<file path="config.mk">
export PLATFORM = sky130hd
export DESIGN_NAME = mc_main_control_flat
export DESIGN_NICKNAME = d
export VERILOG_FILES = /design/src/rtl/mc_ctrl_if.sv /design/src/rtl/mc_main_control.sv /design/src/flat_wrapper.sv
export SDC_FILE = /design/constraint.sdc
export NUM_CORES = 1
export LEC_CHECK = 0
export ABC_AREA = 1
export CORE_ASPECT_RATIO = 1.1
export CORE_MARGIN = 2
export CORE_UTILIZATION = 48
export CTS_BUF_LIST = sky130_fd_sc_hd__clkbuf_8
export DETAILED_ROUTE_END_ITERATION = 10
export GPL_TIMING_DRIVEN = 0
export PLACE_DENSITY_LB_ADDON = 0.08
export SKIP_CTS_REPAIR_TIMING = 1
export SYNTH_ARGS = -nofsm -noshare
export SYNTH_HDL_FRONTEND = slang
export SYNTH_SLANG_ARGS = --single-unit
</file>
<file path="constraint.sdc">
create_clock -name clk -period 1.5 [get_ports clk]
set_clock_uncertainty 0.05 [all_clocks]
set_input_delay 0.3 -clock clk [delete_from_list [all_inputs] [get_ports clk]]
set_output_delay 0.3 -clock clk [all_outputs]
set_load 0.01 [all_outputs]
</file>
<file path="src/rtl/mc_ctrl_if.sv">
// Control bundle between the multi-cycle main controller and the MIPS datapath.
// The controller (master) reads the opcode and the ALU zero flag and drives every
// datapath enable, mux select, the debug state code and the performance counters.
// There is no handshake: every output is a level that is valid for the whole cycle
// and changes only after a rising clock edge (or when reset is raised or dropped).
interface mc_ctrl_if;
  logic [5:0]  opcode;
  logic        Zero;
  logic        PCWrite;
  logic        PCWriteCond;
  logic        IorD;
  logic        MemRead;
  logic        MemWrite;
  logic        IRWrite;
  logic        MemtoReg;
  logic        RegDst;
  logic        RegWrite;
  logic        ALUSrcA;
  logic [1:0]  ALUSrcB;
  logic [1:0]  PCSource;
  logic [1:0]  ALUOp;
  logic [3:0]  state;
  logic [31:0] cycle_cnt;
  logic [31:0] inst_cnt;

  modport master (
    input  opcode, Zero,
    output PCWrite, PCWriteCond, IorD, MemRead, MemWrite, IRWrite,
           MemtoReg, RegDst, RegWrite, ALUSrcA, ALUSrcB, PCSource, ALUOp,
           state, cycle_cnt, inst_cnt
  );

  modport slave (
    output opcode, Zero,
    input  PCWrite, PCWriteCond, IorD, MemRead, MemWrite, IRWrite,
           MemtoReg, RegDst, RegWrite, ALUSrcA, ALUSrcB, PCSource, ALUOp,
           state, cycle_cnt, inst_cnt
  );
endinterface

</file>
<file path="src/rtl/mc_main_control.sv">
// Multi-cycle MIPS main control: registered Moore FSM stepping each instruction
// through fetch, decode, execute, memory and writeback, plus cycle and
// retired-instruction counters. Outputs depend on the state register only,
// except that reset parks them at the fetch values with all writes disabled.
module mc_main_control (
  input  logic          clk,
  input  logic          rst,
  mc_ctrl_if.master     bus
);

  localparam logic [5:0] OPC_RTYPE = 6'b000000;
  localparam logic [5:0] OPC_LW    = 6'b100011;
  localparam logic [5:0] OPC_SW    = 6'b101011;
  localparam logic [5:0] OPC_BNE   = 6'b000101;
  localparam logic [5:0] OPC_ADDIU = 6'b001001;
  localparam logic [5:0] OPC_J     = 6'b000010;

  typedef enum logic [3:0] {
    S_IF     = 4'd0,
    S_ID     = 4'd1,
    S_MEMADR = 4'd2,
    S_MEMRD  = 4'd3,
    S_LWWB   = 4'd4,
    S_MEMWR  = 4'd5,
    S_REX    = 4'd6,
    S_RWB    = 4'd7,
    S_BR     = 4'd8,
    S_JMP    = 4'd9,
    S_IEX    = 4'd10,
    S_IWB    = 4'd11
  } state_t;

  // The register is a plain 4-bit vector so codes 12..15 are representable
  // and recover to fetch.
  logic [3:0]  state_q;
  logic [3:0]  state_d;
  logic        retire;
  logic [31:0] cycle_cnt_q;
  logic [31:0] inst_cnt_q;

  // The zero flag is consumed by the datapath together with PCWriteCond.
  logic unused_zero;
  assign unused_zero = bus.Zero;

  // State register and wrapping counters; reset aborts any instruction in flight.
  always_ff @(posedge clk) begin
    if (rst) begin
      state_q     <= S_IF;
      cycle_cnt_q <= '0;
      inst_cnt_q  <= '0;
    end else begin
      state_q     <= state_d;
      cycle_cnt_q <= cycle_cnt_q + 32'd1;
      if (retire) inst_cnt_q <= inst_cnt_q + 32'd1;
    end
  end

  // Next-state selection; retire marks the last cycle of an instruction.
  always_comb begin
    state_d = S_IF;
    retire  = 1'b0;
    case (state_q)
      S_IF: state_d = S_ID;
      S_ID: begin
        case (bus.opcode)
          OPC_LW, OPC_SW: state_d = S_MEMADR;
          OPC_RTYPE:      state_d = S_REX;
          OPC_BNE:        state_d = S_BR;
          OPC_J:          state_d = S_JMP;
          OPC_ADDIU:      state_d = S_IEX;
          default: begin
            // Unknown opcode behaves as a NOP and still retires.
            state_d = S_IF;
            retire  = 1'b1;
          end
        endcase
      end
      S_MEMADR: state_d = (bus.opcode == OPC_SW) ? S_MEMWR : S_MEMRD;
      S_MEMRD:  state_d = S_LWWB;
      S_REX:    state_d = S_RWB;
      S_IEX:    state_d = S_IWB;
      S_LWWB, S_MEMWR, S_RWB, S_BR, S_JMP, S_IWB: begin
        state_d = S_IF;
        retire  = 1'b1;
      end
      default: state_d = S_IF;
    endcase
  end

  // Moore output decode; reset forces fetch selects with every write disabled.
  always_comb begin
    bus.PCWrite     = 1'b0;
    bus.PCWriteCond = 1'b0;
    bus.IorD        = 1'b0;
    bus.MemRead     = 1'b0;
    bus.MemWrite    = 1'b0;
    bus.IRWrite     = 1'b0;
    bus.MemtoReg    = 1'b0;
    bus.RegDst      = 1'b0;
    bus.RegWrite    = 1'b0;
    bus.ALUSrcA     = 1'b0;
    bus.ALUSrcB     = 2'b00;
    bus.PCSource    = 2'b00;
    bus.ALUOp       = 2'b00;
    if (rst) begin
      bus.ALUSrcB = 2'b01;
    end else begin
      case (state_q)
        S_IF: begin
          bus.MemRead = 1'b1;
          bus.IRWrite = 1'b1;
          bus.ALUSrcB = 2'b01;
          bus.PCWrite = 1'b1;
        end
        S_ID: bus.ALUSrcB = 2'b11;
        S_MEMADR: begin
          bus.ALUSrcA = 1'b1;
          bus.ALUSrcB = 2'b10;
        end
        S_MEMRD: begin
          bus.IorD    = 1'b1;
          bus.MemRead = 1'b1;
        end
        S_LWWB: begin
          bus.RegWrite = 1'b1;
          bus.MemtoReg = 1'b1;
        end
        S_MEMWR: begin
          bus.IorD     = 1'b1;
          bus.MemWrite = 1'b1;
        end
        S_REX: begin
          bus.ALUSrcA = 1'b1;
          bus.ALUOp   = 2'b10;
        end
        S_RWB: begin
          bus.RegWrite = 1'b1;
          bus.RegDst   = 1'b1;
        end
        S_BR: begin
          bus.ALUSrcA     = 1'b1;
          bus.ALUOp       = 2'b01;
          bus.PCWriteCond = 1'b1;
          bus.PCSource    = 2'b01;
        end
        S_JMP: begin
          bus.PCWrite  = 1'b1;
          bus.PCSource = 2'b10;
        end
        S_IEX: begin
          bus.ALUSrcA = 1'b1;
          bus.ALUSrcB = 2'b10;
          bus.ALUOp   = 2'b11;
        end
        S_IWB: bus.RegWrite = 1'b1;
        default: ;
      endcase
    end
  end

  assign bus.state     = state_q;
  assign bus.cycle_cnt = cycle_cnt_q;
  assign bus.inst_cnt  = inst_cnt_q;

endmodule
</file>
<file path="src/flat_wrapper.sv">
// flat-port wrapper written by rule: the top's interface ports become plain ports
module mc_main_control_flat 
  (clk, rst, bus_opcode, bus_Zero, bus_PCWrite, bus_PCWriteCond, bus_IorD, bus_MemRead, bus_MemWrite, bus_IRWrite, bus_MemtoReg, bus_RegDst, bus_RegWrite, bus_ALUSrcA, bus_ALUSrcB, bus_PCSource, bus_ALUOp, bus_state, bus_cycle_cnt, bus_inst_cnt);
  mc_ctrl_if bus_i ();
  input  logic clk;
  input  logic rst;
  input wire logic [$bits(bus_i.opcode)-1:0] bus_opcode;
  input wire logic [$bits(bus_i.Zero)-1:0] bus_Zero;
  output wire logic [$bits(bus_i.PCWrite)-1:0] bus_PCWrite;
  output wire logic [$bits(bus_i.PCWriteCond)-1:0] bus_PCWriteCond;
  output wire logic [$bits(bus_i.IorD)-1:0] bus_IorD;
  output wire logic [$bits(bus_i.MemRead)-1:0] bus_MemRead;
  output wire logic [$bits(bus_i.MemWrite)-1:0] bus_MemWrite;
  output wire logic [$bits(bus_i.IRWrite)-1:0] bus_IRWrite;
  output wire logic [$bits(bus_i.MemtoReg)-1:0] bus_MemtoReg;
  output wire logic [$bits(bus_i.RegDst)-1:0] bus_RegDst;
  output wire logic [$bits(bus_i.RegWrite)-1:0] bus_RegWrite;
  output wire logic [$bits(bus_i.ALUSrcA)-1:0] bus_ALUSrcA;
  output wire logic [$bits(bus_i.ALUSrcB)-1:0] bus_ALUSrcB;
  output wire logic [$bits(bus_i.PCSource)-1:0] bus_PCSource;
  output wire logic [$bits(bus_i.ALUOp)-1:0] bus_ALUOp;
  output wire logic [$bits(bus_i.state)-1:0] bus_state;
  output wire logic [$bits(bus_i.cycle_cnt)-1:0] bus_cycle_cnt;
  output wire logic [$bits(bus_i.inst_cnt)-1:0] bus_inst_cnt;
  assign bus_i.opcode = bus_opcode;
  assign bus_i.Zero = bus_Zero;
  assign bus_PCWrite = bus_i.PCWrite;
  assign bus_PCWriteCond = bus_i.PCWriteCond;
  assign bus_IorD = bus_i.IorD;
  assign bus_MemRead = bus_i.MemRead;
  assign bus_MemWrite = bus_i.MemWrite;
  assign bus_IRWrite = bus_i.IRWrite;
  assign bus_MemtoReg = bus_i.MemtoReg;
  assign bus_RegDst = bus_i.RegDst;
  assign bus_RegWrite = bus_i.RegWrite;
  assign bus_ALUSrcA = bus_i.ALUSrcA;
  assign bus_ALUSrcB = bus_i.ALUSrcB;
  assign bus_PCSource = bus_i.PCSource;
  assign bus_ALUOp = bus_i.ALUOp;
  assign bus_state = bus_i.state;
  assign bus_cycle_cnt = bus_i.cycle_cnt;
  assign bus_inst_cnt = bus_i.inst_cnt;
  mc_main_control u_core (.clk(clk), .rst(rst), .bus(bus_i));
endmodule
</file>
==> flow_summary.toml, run 1 <==
[detailed_routing]
wl_per_cell_um = 15.7
drc = 0
wl_mm = 14.8
drtAntennaViolNets = 0
drtIter0Drc = 287
vias_per_cell = 5.40
drtPass1Iterations = 5
dr_total_vias = 5061

[clock_tree]
path_clk_slew_ns = 0.09
clock-root-buffer = "clkbuf_8"
clock_path_buffers = 2
htreeDepth = 3
cts_tree = "yes"
clk_latency_ns = 0.35
numCtsBuffers = 9
cts_sinks = 68

[critical_path]
critical_path_class = "flip-flop to flip-flop"
critPathLaunchType = "flip-flop"
crit_path_end_kind = "flip-flop"
worstPathArrival_ns = 2.01
required_ns = 1.71
crit_fanout = 6

[global_route]
grt_pass1_wl_mm = 21.5
grt_pass1_vias = 4680
grt_max_degree = 13
track_usage_pct = 28.8
overflow = 0
antenna_found_initial = 0

[synthesis]
synth_top_family_by_area = "simple AND/OR/NAND/NOR gates"
synth_seq_area_share_pct = 32.4
synth.distinct_cells = 29
muxShareOfSynthArea_pct = 0
yosysMostFrequentCell = "nand2_1"
synthesis.area_um2 = 4200
synthArstFlopShare_pct = 0
ys_warn_count = 0
syn_inst = 702
synth_edf_count = 0
synthTopCellsByArea = "dfxtp_1 32%, nand2_1 20%, nor2_1 11%, a21oi_1 7.5%, nand3_1 6.0%"
syn-num-nets = 713
synth-simple-area-share_pct = 45.4
synth_compound_area_share_pct = 10.1
synth_top_flop_cell = "dfxtp_1"
synthXorXnorAreaFrac_pct = 3.75
syn_avg_cell_area_um2 = 5.99
synth_top_area_cell = "dfxtp_1"
yosysTopAreaCellShare_pct = 32.4
yosys-top-cells-count = "226 x nand2_1, 121 x nor2_1, 68 x dfxtp_1"
ys_ff_latch = 68
synthAdderAreaFrac_pct = 0.595

[layout]
nets = 833
antenna_cells = 0
final_core_util_pct = 75.6
fillCellCount = 672
syn_to_final_growth_pct = 52.1
final_layout_size_suffix_gt1_share_pct = 27.8

[sta]
slew-limit-headroom_pct = 51.6
whs_ns = 0.362
final-max-slew-violation-count = 0
post-route-min-period_ns = 1.80
setup-violations-final = 50
worst_pin_slew_ns = 0.727
rsz0062_at_grt = "yes"
clock.fmax_mhz = 556
fin_crit_sh_pct = 120
hold_viol = 0
setup-tns-final_ns = -9.88
fin_ws_ns = -0.299

[place]
place_congestion = 0.984
io_buffers = 90
dpl.hpwl_mm = 10.4

[floorplan]
start_util_pct = 49.7
row_count = 35
die_y_um = 102
dieArea_um2 = 9520
core_area_um2 = 8450
die_w_um = 93.2
ios = 93

[pwr]
powerDensity_nw_per_um2 = 608
power_leakage_nw = 3.48
peakVddDrop_v = 0.000593

[status]
outcome = "complete, but fails checks"
violations = "setup timing"

[flow_run]
maxCapViolCount = 0

[worst_hold_path]
hp-class = "input pin to flip-flop"
[kinds of logic (layout without fill, tap and decap cells)]
family | after synthesis | in the layout
xor+xnor | 18 | 18
compound gates | 81 | 81
simple gates | 452 | 452
flops | 68 | 68
fa+ha+maj | 2 | 2
buf+inv | 81 | 206
[through the flow]
step / power, mW / area, µm² / cells / setup WS [ns]
after floorplan: 2.09 / 4220 / 702 / -0.0429
final: 3.89 / 6390 / 938 / -0.299
after detailed placement: 2.24 / 5260 / 903 / -0.790
after CTS: 3.78 / 5460 / 919 / -0.871
after global placement: 2.23 / 5260 / 903 / -0.790
after global routing: 4.02 / 6390 / 938 / -0.401
[cells in the final DEF, fill, tap and decap left out, drive strengths merged]
master         count
ha                 2
bufinv             1
clkdlybuf4s50      4
a21oi             63
nand3             51
nand2            228
nand3b            22
nor3              18
nor2             123
o31ai              1
nor4               1
xnor2              7
dlymetal6s2s      70
a31oi              1
o21bai             1
clkinv             4
dfxtp             68
or2                1
o21ai             14
and3               1
o211ai             1
inv               63
nand4              7
clkbuf            23
xor2              11
buf               41
[routing by layer]
metal	track usage (%)	vias to the layer above	wire, µm
met3	5.09	39	738
met4	18.2	0	464
met2	51.2	183	7790
met1	31.9	2332	5770
met5	0	-	0
li1	-	2507	-
[area by class of cell]
type | count | area [µm²] | area share [%]
clock inverters | 6 | 65.1 | 1.02
clock buffers | 10 | 138 | 2.15
multi-input cells | 553 | 3030 | 47.4
well taps | 111 | 139 | 2.17
repair buffers | 109 | 1170 | 18.3
plain buffers | 19 | 143 | 2.23
flip-flops and latches | 68 | 1460 | 22.8
inverters | 62 | 253 | 3.95
[worst max-delay path: stages (launching register included)]
cell	delay (ns)
dfxtp_4	0.37
inv_4	0.10
nand2_4	0.08
nor2_4	0.18
buf_6	0.12
nand3_2	0.09
o21bai_4	0.25
buf_4	0.17
clkbuf_16	0.13
nand2_1	0.05
a21oi_1	0.12
[path summary, 6_finish.rpt]
path / slack (ns) / cells after the start / startpoint / endpoint
max: -0.30 / 10 / u_core.bus.state[2]$_SDFF_PP0_ / u_core.bus.inst_cnt[19]$_SDFFE_PP0P_
min: 0.36 / 4 / rst / u_core.bus.cycle_cnt[8]$_SDFF_PP0_
max reg2reg: -0.30 / 10 / u_core.bus.state[2]$_SDFF_PP0_ / u_core.bus.inst_cnt[19]$_SDFFE_PP0P_
min reg2reg: 0.44 / 2 / u_core.bus.cycle_cnt[29]$_SDFF_PP0_ / u_core.bus.cycle_cnt[29]$_SDFF_PP0_
[state kept, by name, summed over array words and instances, names as in the netlist]
register,cells
u_core.bus.cycle_cnt,32
u_core.bus.inst_cnt,32
u_core.bus.state,4
[where the power goes]
| part | switching [mW] | total, mW | leakage (nW) | internal [mW] |
|---|---|---|---|---|
| registers | 0.0384 | 1.85 | 0.579 | 1.81 |
| logic | 0.271 | 0.469 | 2.79 | 0.198 |
| clock network | 0.753 | 1.57 | 0.108 | 0.814 |
No activity file was read; power rests on OpenSTA's default activity.
==> run 2, diff against run 1 <==
--- a/config.mk
+++ b/config.mk
@@ -10,6 +10,7 @@
 export CORE_MARGIN = 2
 export CORE_UTILIZATION = 48
 export CTS_BUF_LIST = sky130_fd_sc_hd__clkbuf_8
+export CTS_CLUSTER_DIAMETER = 150
 export DETAILED_ROUTE_END_ITERATION = 10
 export GPL_TIMING_DRIVEN = 0
 export PLACE_DENSITY_LB_ADDON = 0.08
==> results of run 2 <==
Same layout as run 1: the final DEF is identical, and so are final timing and power.
==> run 3, diff against run 2 <==
--- a/config.mk
+++ b/config.mk
@@ -5,10 +5,9 @@
 export SDC_FILE = /design/constraint.sdc
 export NUM_CORES = 1
 export LEC_CHECK = 0
-export ABC_AREA = 1
 export CORE_ASPECT_RATIO = 1.1
 export CORE_MARGIN = 2
-export CORE_UTILIZATION = 48
+export CORE_UTILIZATION = 46
 export CTS_BUF_LIST = sky130_fd_sc_hd__clkbuf_8
 export CTS_CLUSTER_DIAMETER = 150
 export DETAILED_ROUTE_END_ITERATION = 10
==> flow_summary.toml, run 3 <==
[synthesis]
muxShareOfSynthArea_pct = 1.54
synthesis.area_um2 = 3580
ys_ff_latch = 68
synth_top_flop_cell = "dfxtp_1"
synthXorXnorAreaFrac_pct = 7.84
synth_compound_area_share_pct = 12.4
synth_edf_count = 0
yosysMostFrequentCell = "dfxtp_1"
syn-num-nets = 448
synth.distinct_cells = 44
synthTopCellsByArea = "dfxtp_1 38%, nor2_1 5.9%, xor2_1 5.9%, or4_1 5.2%, o31ai_1 5.0%"
synth-simple-area-share_pct = 34.5
synth_top_family_by_area = "simple AND/OR/NAND/NOR gates"
synth_top_area_cell = "dfxtp_1"
ys_warn_count = 0
syn_avg_cell_area_um2 = 8.18
yosysTopAreaCellShare_pct = 38.1
syn_inst = 437
synth_seq_area_share_pct = 38.1
synthAdderAreaFrac_pct = 0.700
synthArstFlopShare_pct = 0
yosys-top-cells-count = "68 x dfxtp_1, 56 x nor2_1, 33 x a21oi_1"

[pwr]
pwr-share-comb_pct = 9.3
p_sw_mw = 1.01
switching_share_pct = 23.8
p_seq_share_pct = 42.8
powerDensity_nw_per_um2 = 699
p_clk_share_pct = 47.9
peakVddDrop_v = 0.000468
internal_power_mw = 3.24
power_leakage_nw = 3.36

[critical_path]
worst-path-stages = 8
required_ns = 1.75
critical_path_class = "flip-flop to flip-flop"
crit_fanout = 8
critPathMaxStageDelay_ns = 0.53
regToRegEndpoint = "u_core.bus.inst_cnt[29]$_SDFFE_PP0P_"
worstPathArrival_ns = 2.43
crit_path_end_kind = "flip-flop"
ff2ff_path_depth = 8
timing.rr.start = "u_core.bus.state[0]$_SDFF_PP0_"
cp_common_cell = "buf_6"
critPathLaunchType = "flip-flop"
critPathLaunch = "u_core.bus.state[0]$_SDFF_PP0_"
critPathSlowestCell = "or4_4"
path_cells = "buf_6 > or3_1 > o211ai_2 > or4_4 > buf_6 > buf_8 > or4_1 > a21oi_1"
critPathBufInv = 3
critPathCapture = "u_core.bus.inst_cnt[29]$_SDFFE_PP0P_"
r2r_slack_ns = -0.69
crit_family = "simple AND/OR/NAND/NOR gates"

[layout]
layout_common_cells = "71 x dlymetal6s2s_1, 48 x nor2_1, 33 x dfxtp_2"
final_layout_size_suffix_gt1_share_pct = 38.5
final-seq-area_um2 = 1460
multi_input_area_um2 = 2460
syn_to_final_growth_pct = 70.2
final_core_util_pct = 81.0
final_common_cell = "dlymetal6s2s_1"
design_area_um2 = 6080
nets = 590
fillCellCount = 477
antenna_cells = 0

[clock_tree]
cts_tree = "yes"
clock_path_buffers = 2
clk_latency_ns = 0.36
path_clk_slew_ns = 0.09
clock-root-buffer = "clkbuf_8"
htreeDepth = 3
numCtsBuffers = 9
cts_sinks = 68

[detailed_routing]
wl_mm = 12.4
drc = 0
drtPass1Iterations = 5
wl_per_cell_um = 18.0
drtIter0Drc = 188
vias_per_cell = 5.93
drtAntennaViolNets = 0
dr_total_vias = 4083

[global_route]
track_usage_pct = 24.7
antenna_found_initial = 0
grt_max_degree = 13
grt_pass1_wl_mm = 16.6
overflow = 0
grt_pass1_vias = 3528

[sta]
fin_ws_ns = -0.688
clock.fmax_mhz = 457
whs_ns = 0.205
hold_viol = 0
final-max-slew-violation-count = 0
rsz0062_at_grt = "yes"
setup-violations-final = 68
slew-limit-headroom_pct = 56.7
post-route-min-period_ns = 2.19
fin_crit_sh_pct = 146
worst_pin_slew_ns = 0.649

[status]
violations = "setup timing"
outcome = "complete, but fails checks"

[floorplan]
die_w_um = 88.1
core_area_um2 = 7510
ios = 93
row_count = 33
start_util_pct = 47.6
die_y_um = 96.5
dieArea_um2 = 8500

[worst_hold_path]
hp-class = "input pin to flip-flop"
hold_path_depth = 3

[place]
io_buffers = 89
place_area_um2 = 4800
place_congestion = 0.860
dpl.hpwl_mm = 7.33

[flow_run]
maxCapViolCount = 0
[run 3: cell count changes in the layout (fill, tap and decap cells not counted), sizes merged, moves of 9 or more]
| cell | previous run | this run |
|---|---|---|
| nand2 | 228 | 22 |
| o31ai | 1 | 24 |
| nor2 | 123 | 56 |
| o21ai | 14 | 5 |
| and4 | 0 | 11 |
| or4 | 0 | 25 |
| inv | 63 | 8 |
| buf | 41 | 75 |
| a21oi | 63 | 33 |
| xor2 | 11 | 24 |
| nand4 | 7 | 26 |
| nand3 | 51 | 20 |
| nand3b | 22 | 1 |
[run 3: worst min-delay path by stage]
stage                                       startpoint                                  to  slack [ns]
finish                                   bus_opcode[0]      u_core.bus.state[1]$_SDFF_PP0_        0.20
global route                             bus_opcode[0]      u_core.bus.state[1]$_SDFF_PP0_        0.21
CTS                                      bus_opcode[0]      u_core.bus.state[1]$_SDFF_PP0_        0.19
detailed placement  u_core.bus.cycle_cnt[0]$_SDFF_PP0_  u_core.bus.cycle_cnt[0]$_SDFF_PP0_        0.41
global placement    u_core.bus.cycle_cnt[0]$_SDFF_PP0_  u_core.bus.cycle_cnt[0]$_SDFF_PP0_        0.40
floorplan           u_core.bus.cycle_cnt[0]$_SDFF_PP0_  u_core.bus.cycle_cnt[0]$_SDFF_PP0_        0.40
[run 3: power by group through the flow]
stage	logic, mW	registers (mW)	clock network (mW)
after floorplan	0.170	1.88	0
after detailed placement	0.299	1.88	0
after CTS	0.300	1.83	2.05
after global placement	0.295	1.88	0
after global routing	0.421	1.82	2.15
final	0.397	1.82	2.03
[run 3: logic make-up after synthesis]
kind of cell / Yosys count
simple gates: 219
xor+xnor: 32
compound gates: 71
mux: 5
flops: 68
fa+ha+maj: 2
buf+inv: 40
[run 3: cell type report]
cell class,count,area share (%)
well taps,105,2.16
multi-input cells,329,40.4
repair buffers,132,23.4
plain buffers,32,5.18
clock buffers,9,2.04
inverters,7,0.432
clock inverters,7,2.30
flip-flops and latches,68,24.0
[run 3: metal layers]
metal / vias to the layer above / track usage [%] / wire length, µm
met4: 0 / 7.20 / 204
met3: 20 / 4.76 / 613
met1: 2003 / 31.9 / 5410
met2: 153 / 42.1 / 6170
met5: - / 0 / 0
li1: 1907 / - / -
[run 3: worst register-to-register path, stage by stage, from the launching register on]
cell      delay, ns
dfxtp_2        0.35
buf_6          0.11
or3_1          0.14
o211ai_2       0.13
or4_4          0.54
buf_6          0.16
buf_8          0.13
or4_1          0.39
a21oi_1        0.14
[run 3: metrics by stage]
stage	power, mW	std cells	worst slack [ns]	setup TNS (ns)
3_5_place_dp	2.18	631	-1.03	-49.33
5_1_grt	4.39	689	-0.765	-26.36
3_3_place_gp	2.17	631	-0.968	-47.22
2_1_floorplan	2.05	437	-0.585	-10.20
4_1_cts	4.18	647	-1.09	-50.15
6_report	4.25	689	-0.688	-21.83
